$ cat src/rtl/debug_probe_display.sv
// Debug observation unit: selects a probe channel, holds or freezes it,
// and scans it as hex onto a multiplexed seven-segment display plus LEDs.
module debug_probe_display #(
  parameter int NCH     = 16,
  parameter int W       = 32,
  parameter int DIGITS  = 4,
  parameter int REFRESH = 100000,
  localparam int SW     = (NCH > 1) ? $clog2(NCH) : 1,
  localparam int PAGES  = W / (4 * DIGITS),
  localparam int PW     = (PAGES > 1) ? $clog2(PAGES) : 1,
  localparam int SLICES = W / 16,
  localparam int LW     = (SLICES > 1) ? $clog2(SLICES) : 1
) (
  input  logic              clk,
  input  logic              rst,
  input  logic [NCH*W-1:0]  probes,
  input  logic [SW-1:0]     sel,
  input  logic [PW-1:0]     page,
  input  logic [LW-1:0]     led_sel,
  input  logic              freeze,
  input  logic              capture,
  output logic [15:0]       led,
  output logic [DIGITS-1:0] an,
  output logic [6:0]        seg,
  output logic              frozen
);

  localparam int DW = (DIGITS > 1) ? $clog2(DIGITS) : 1;
  localparam int RW = $clog2(REFRESH);

  logic [W-1:0]  shown;
  logic [W-1:0]  pick;
  logic [RW-1:0] rcnt;
  logic [DW-1:0] didx;
  logic [15:0]   led_n;
  logic [3:0]    nib;
  logic          nib_ok;
  logic          wrap;

  function automatic logic [6:0] hex7(input logic [3:0] n);
    case (n)
      4'h0: hex7 = 7'b1000000;
      4'h1: hex7 = 7'b1111001;
      4'h2: hex7 = 7'b0100100;
      4'h3: hex7 = 7'b0110000;
      4'h4: hex7 = 7'b0011001;
      4'h5: hex7 = 7'b0010010;
      4'h6: hex7 = 7'b0000010;
      4'h7: hex7 = 7'b1111000;
      4'h8: hex7 = 7'b0000000;
      4'h9: hex7 = 7'b0010000;
      4'ha: hex7 = 7'b0001000;
      4'hb: hex7 = 7'b0000011;
      4'hc: hex7 = 7'b1000110;
      4'hd: hex7 = 7'b0100001;
      4'he: hex7 = 7'b0000110;
      4'hf: hex7 = 7'b0001110;
      default: hex7 = 7'b1111111;
    endcase
  endfunction

  // Unmatched select codes fall through to zero
  always_comb begin
    pick = '0;
    for (int k = 0; k < NCH; k++)
      if (sel == SW'(k)) pick = probes[k*W +: W];
  end

  always_comb begin
    led_n = '0;
    for (int k = 0; k < SLICES; k++)
      if (led_sel == LW'(k)) led_n = shown[16*k +: 16];
  end

  // Unmatched page codes leave nib_ok low, blanking the digit
  always_comb begin
    nib    = '0;
    nib_ok = 1'b0;
    for (int p = 0; p < PAGES; p++)
      for (int d = 0; d < DIGITS; d++)
        if (page == PW'(p) && didx == DW'(d)) begin
          nib    = shown[4*(DIGITS*p + d) +: 4];
          nib_ok = 1'b1;
        end
  end

  assign wrap = (rcnt == RW'(REFRESH - 1));

  always_ff @(posedge clk or negedge rst) begin
    if (!rst) begin
      shown  <= '0;
      rcnt   <= '0;
      didx   <= '0;
      led    <= '0;
      an     <= '1;
      seg    <= 7'b1111111;
      frozen <= 1'b0;
    end else begin
      if (!freeze || capture) shown <= pick;
      frozen <= freeze;
      led    <= led_n;
      an     <= ~(DIGITS'(1) << didx);
      seg    <= nib_ok ? hex7(nib) : 7'b1111111;
      if (wrap) begin
        rcnt <= '0;
        didx <= (didx == DW'(DIGITS - 1)) ? '0 : didx + 1'b1;
      end else begin
        rcnt <= rcnt + 1'b1;
      end
    end
  end

endmodule

$ cat config.mk
export PLATFORM = sky130hd
export DESIGN_NAME = debug_probe_display
export DESIGN_NICKNAME = d
export VERILOG_FILES = /design/src/rtl/debug_probe_display.sv
export SDC_FILE = /design/constraint.sdc
export NUM_CORES = 1
export LEC_CHECK = 0
export BUFFER_PORTS_ARGS = -buffer_cell sky130_fd_sc_hd__buf_2
export CAP_MARGIN = 10
export CORE_AREA = 3 3 210 212
export DETAILED_ROUTE_END_ITERATION = 8
export DIE_AREA = 0 0 213 215
export SLEW_MARGIN = 15
export SYNTH_ARGS = -nofsm -noshare
export SYNTH_HDL_FRONTEND = slang
export SYNTH_SLANG_ARGS = --single-unit
$ cat constraint.sdc
create_clock -name clk -period 6.14 [get_ports clk]
set_input_delay 1.228 -clock clk [delete_from_list [all_inputs] [get_ports clk]]
set_output_delay 1.228 -clock clk [all_outputs]
set_load 0.02 [all_outputs]
Word-level counts from Yosys, hierarchy flattened
Memories as Yosys holds them, arrays and structs flattened. A register that Yosys moved wholly into a read port is not among the register bits.
Cells that the tools add are included.
{"block": "word_totals", "rom_bits": 112, "register_bits": 72, "inputBits": 522, "elab_cells": 71, "memories": 1, "out_inout_bits": 28}
{"block": "classes", "bitwise": 2, "add_sub_neg": 2, "n_shift": 1, "muxes": 27, "eq_ne": 19, "n_reduce_logical": 13}
{"name": "(no name shown)", "depth": 16, "width": 7, "read_ports": 1, "rd_ports_with_merged_regs": 1, "write_ports": 0, "line_no": "41", "text": "case (n)"}
{"op": "$mux 32", "count": 16}
{"op": "$eq 4x4->1 const B", "count": 8}
{"op": "$mux 4", "count": 8}
{"op": "$add 17x1->17 const B", "count": 1}
{"op": "$eq 17x17->1 const B", "count": 1}
{"op": "$mux 17", "count": 1}
{"op": "$eq 4x3->1 const B", "count": 4}
{"op": "$mux 16", "count": 1}
{"op": "$eq 4x2->1 const B", "count": 2}
{"op": "$logic_and 1x1->1", "count": 8}
{"op": "$eq 2x2->1 const B", "count": 2}
{"op": "$eq 4x1->1 const B", "count": 1}
{"op": "$logic_not 4->1", "count": 1}
{"op": "$not 4->4", "count": 1}
{"op": "$shl 1x2->4 const A", "count": 1}
{"op": "$add 2x1->2 const B", "count": 1}
{"op": "$eq 2x1->1 const B", "count": 1}
{"op": "$logic_not 1->1", "count": 2}
{"op": "$logic_not 2->1", "count": 1}
{"op": "$mux 2", "count": 1}
{"op": "$logic_or 1x1->1", "count": 1}
{"op": "$not 1->1", "count": 1}

Logic depth before layout (Yosys ltp)
{"block": "depth", "depth_word": 17, "depth_mapped": 13}

Least setup slack after synthesis
No wires, ideal clock.
{"block": "synth_path", "path_kind": "in2reg", "startpoint": "input port page", "endpoint": "register seg[0]", "required_time_ns": 6.058, "n_path_buf": 0, "setup_ns": 0.082, "setup_slack_ns": 3.283, "path_stages": 9, "arrival_ns": 2.775, "cell_sequence": "nand2b_1 a221oi_1 o21ai_0 o221ai_1 inv_1 ha_1 or4b_1 o31a_1 o31a_1"}
{"block": "synth_between", "elab_chain_cells": 10}
{"element": "from (decl)", "line_no": "18", "text": "input logic [PW-1:0] page,"}
{"element": "$not 1->1", "line_no": "81", "text": "if (page == PW'(p) && didx == DW'(d)) begin"}
{"element": "$logic_and 1x1->1", "line_no": "81"}
{"element": "$mux 4 (7 in series)", "line_no": "81"}
{"element": "$mux 4 (*)", "line_no": "81"}
{"element": "to (decl)", "line_no": "24", "text": "output logic [6:0] seg,"}
Mark *: on every way between the ends. The rest lies on a longest branch, timed or not.
A chain may end at the register's enable or synchronous reset.

Worst setup path in the final report
{"block": "layout_path", "startpoint": "input port sel[2]", "endpoint": "register shown[22]"}
{"block": "layout_between", "elab_chain_cells": 17}
{"element": "from (decl)", "line_no": "17", "text": "input logic [SW-1:0] sel,"}
{"element": "$logic_not 4->1", "line_no": "66", "text": "if (sel == SW'(k)) pick = probes[k*W +: W];"}
{"element": "$mux 32 (15 in series)", "line_no": "66"}
{"element": "$mux 32 (*)", "line_no": "66"}
{"element": "to (signal assigned)", "line_no": "99", "text": "if (!freeze || capture) shown <= pick;"}
{"element": "to (decl)", "line_no": "31", "text": "logic [W-1:0] shown;"}
Marked as above.

==> summary.txt <==
Run status
  • Status: completed

Placement
  • HPWL Detailed: between 50000 and 60000 um
  • DP Cell Count: between 2000 and 2500
  • Port bufs: between 500 and 600
  • Placer Congestion: around 0.95

Floorplanning
  • Row count: between 70 and 80
  • I/O Pins: 550
  • Die ar.: 45800 um2
  • Core ar.: between 40000 and 50000 um2
  • Die height: 215 um
  • Initial Util: 20.9%
  • Width of the die: about 210 um

Timing
  • Finish-stage setup viols: 0
  • TNS Setup: 0 ps
  • Tightest Pin Transition: between 1000 and 1500 ps
  • Slew Viols, Final: 0
  • Rel. slew slack: between 10% and 20%
  • Crit path time final: approximately 4400 ps
  • Final hold viol count: 0
  • Clock skew: ~11 ps
  • Ratio of final minimum period to clock period: between 70% and 80%
  • RSZ-0062 raised after global routing: no
  • F_max: approximately 0.23 GHz

Setup path
  • Worst reg2reg endpoint: seg[0]
  • Slowest CP cell: a2111oi_0
  • Arr. time, crit path: about 4600 ps
  • Worst path bufs/invs: 1
  • FF-to-FF Start: didx[1]
  • WP depth: 7
  • Crit Path Max Fanout: 80
  • Peak per-stage delay on the critical path: roughly 1000 ps
  • CP endpoint kind: flop
  • Required time worst endpoint: ~6400 ps
  • CP top delay family: compound AO/OA/AOI/OAI gates
  • Worst-path cell chain: buf_4 -> nand2b_1 -> o22ai_1 -> o221ai_1 -> a21oi_1 -> a2111oi_0 -> a221o_1
  • Kind of critical path: input port to flop
  • R2R Setup Slk: between 2000 and 3000 ps
  • Crit path launch: sel[2]
  • Critical Path Source Type: input port
  • Setup crit end: shown[22]
  • Worst R2R Path Depth: 11

Global routing
  • Number of global-route vias before repair: roughly 12000
  • Global-route wire length before repair: approximately 86000 um
  • Largest net degree at the start of global routing: 81
  • Antenna violations before repair: 38
  • Total grt overflow: 0
  • GRT Total Usage: about a quarter

Synth
  • Mapped Avg Cell Area: 7.88 um2
  • Syn nets: around 1600
  • Synth warn: 0
  • Synthesized instance count: roughly 1100
  • Sequential area share after synthesis: between 20% and 30%
  • Yosys cell types: a little over 80
  • Async SR Flop Fraction: between 90% and 100%
  • Dominant synthesized flop cell: dfrtp_1
  • Number of enable flip-flop cells after synthesis: 0
  • Synth Register Bits: slightly below 80
  • Cell Area, Synth: 8800 um2

Pwr
  • VDD IR max: approximately 0.14 mV
  • Power Dens Cells: about 170 nW/um2
  • Leakage power: about 0.0055 uW

Clock network
  • TritonCTS Buffers: 9
  • Clk slew on worst S/H paths: ~70 ps
  • CTS tree: done
  • Worst-skew pair later-pin latency: around 360 ps
  • H-tree depth: 3
  • Cts repair resizes: 0
  • Setup Fix Bufs, Post-CTS: 0
  • Clock root cell: clkbuf_16
  • CTS Hold Bufs: 0
  • Clock tree buffer depth: 2
  • Clock sinks: 79

Finish
  • Synthesis-to-layout area growth: 37.3%
  • Most frequent cells in the layout: buf_2 (544), o21ai_0 (119), nor2_1 (101)
  • Commonest non-fill, non-tap cell in the layout: buf_2
  • # nets final: approximately 2100
  • Final Non-Filler Cells: ~2100
  • Share of cells above drive strength 1: 41.1%

Route
  • DRC: 0
  • WL per Instance: about 29 um
  • Post-route ant nets: 0
  • Initial DRC count: about 1100
  • Via density: 5.48
  • DR vias: approximately 12000
  • DRT Wirelength: approximately 62000 um
  • TritonRoute pass-1 iters: 6

Min path
  • Hold Crit Class: flop to flop

Run
  • Max Cap Viol: 0
[synthesized netlist by cell type (all sizes together), types with 26 or more instances]
cell | number | share of area, %
buf | 66 | 5.3
a21oi | 75 | 4.3
mux2i | 61 | 6.9
dfrtp | 68 | 19
nor2 | 104 | 4.7
a221oi | 33 | 3.6
o22ai | 50 | 3.6
nand2 | 102 | 4.4
clkbuf | 39 | 1.7
o221ai | 30 | 3.1
mux2 | 26 | 3.3
o21ai | 120 | 6.8
[registers in the layout, indices dropped and copies added, names as in the netlist]
signal / cells
shown: 32
frozen: 1
an: 4
seg: 7
didx: 2
rcnt: 17
led: 16
[worst reg2reg max path, stage by stage (launching register included)]
cell and delay (ps):
dfrtp_1 410, inv_1 100, ha_1 450, and2b_1 290
a221oi_2 240, a221oi_1 80, o221ai_1 530, inv_1 180
ha_1 240, or4b_1 530, o31a_1 120, o31a_1 110
[cell families (layout without fill, tap and decap cells)]
kind of cell,count (synthesis),after routing,share of synthesized area (%)
xor+xnor,14,14,1.39
fa+ha+maj,10,10,1.42
other cells,0,17,0
flops,79,79,22.6
mux,97,97,12.8
buf+inv,130,606,8.08
compound gates,476,476,36.9
simple gates,310,310,16.7
[area by class of cell]
cell class                      instances  area [um2]
Clock inverter                          5        38.8
Tap cell                              539         674
Inverter                               25        96.3
Fill cell                            4667       30100
Timing Repair Buffer                  565        2890
Sequential cell                        79        1990
Antenna cell                           17        42.5
Clock buffer                           11         243
Multi-Input combinational cell        907        6110
[power breakdown]
part / leakage [uW] / internal [uW] / switching, uW
logic: 0.00445 / 350 / 502
clock network: 0.000137 / 289 / 248
registers: 0.000949 / 596 / 56.0
total: 0.00554 / 1240 / 806
[how the worst min path moves through the flow]
stage	endpoint	slack (ps)	from	cells past startpoint
after detailed placement	rcnt[11]	490	rcnt[11]	1
after floorplan	rcnt[14]	450	rcnt[14]	1
after global routing	rcnt[8]	520	rcnt[8]	1
after CTS	rcnt[11]	500	rcnt[11]	1
final	rcnt[11]	490	rcnt[11]	1
after global placement	rcnt[0]	480	rcnt[0]	1
[stage by stage]
stage / setup slack [ps] / hold WS, ps / total power, uW / utilization (%) / area [um2]
after CTS: 1870 / 499 / 2040 / 28.6 / 12000
after global routing: 1650 / 520 / 2150 / 28.6 / 12100
final: 1790 / 493 / 2040 / 28.7 / 12100
after floorplan: 3280 / 453 / 1080 / - / 8800
after global placement: 1210 / 475 / 1500 / 27.9 / 11800
after detailed placement: 1490 / 487 / 1510 / 27.9 / 11800
[routing by layer]
metal / part of all wire [%] / vias to the layer above / track usage, % / routed length (um)
met5: 0.11 / - / 0 / 67
met4: 1.6 / 10 / 3.28 / 1020
met3: 7.4 / 78 / 5.35 / 4590
met2: 47 / 593 / 43.0 / 29100
met1: 44 / 5846 / 35.4 / 27100
li1: - / 5254 / - / -
Power figures use the tool's default switching activity.
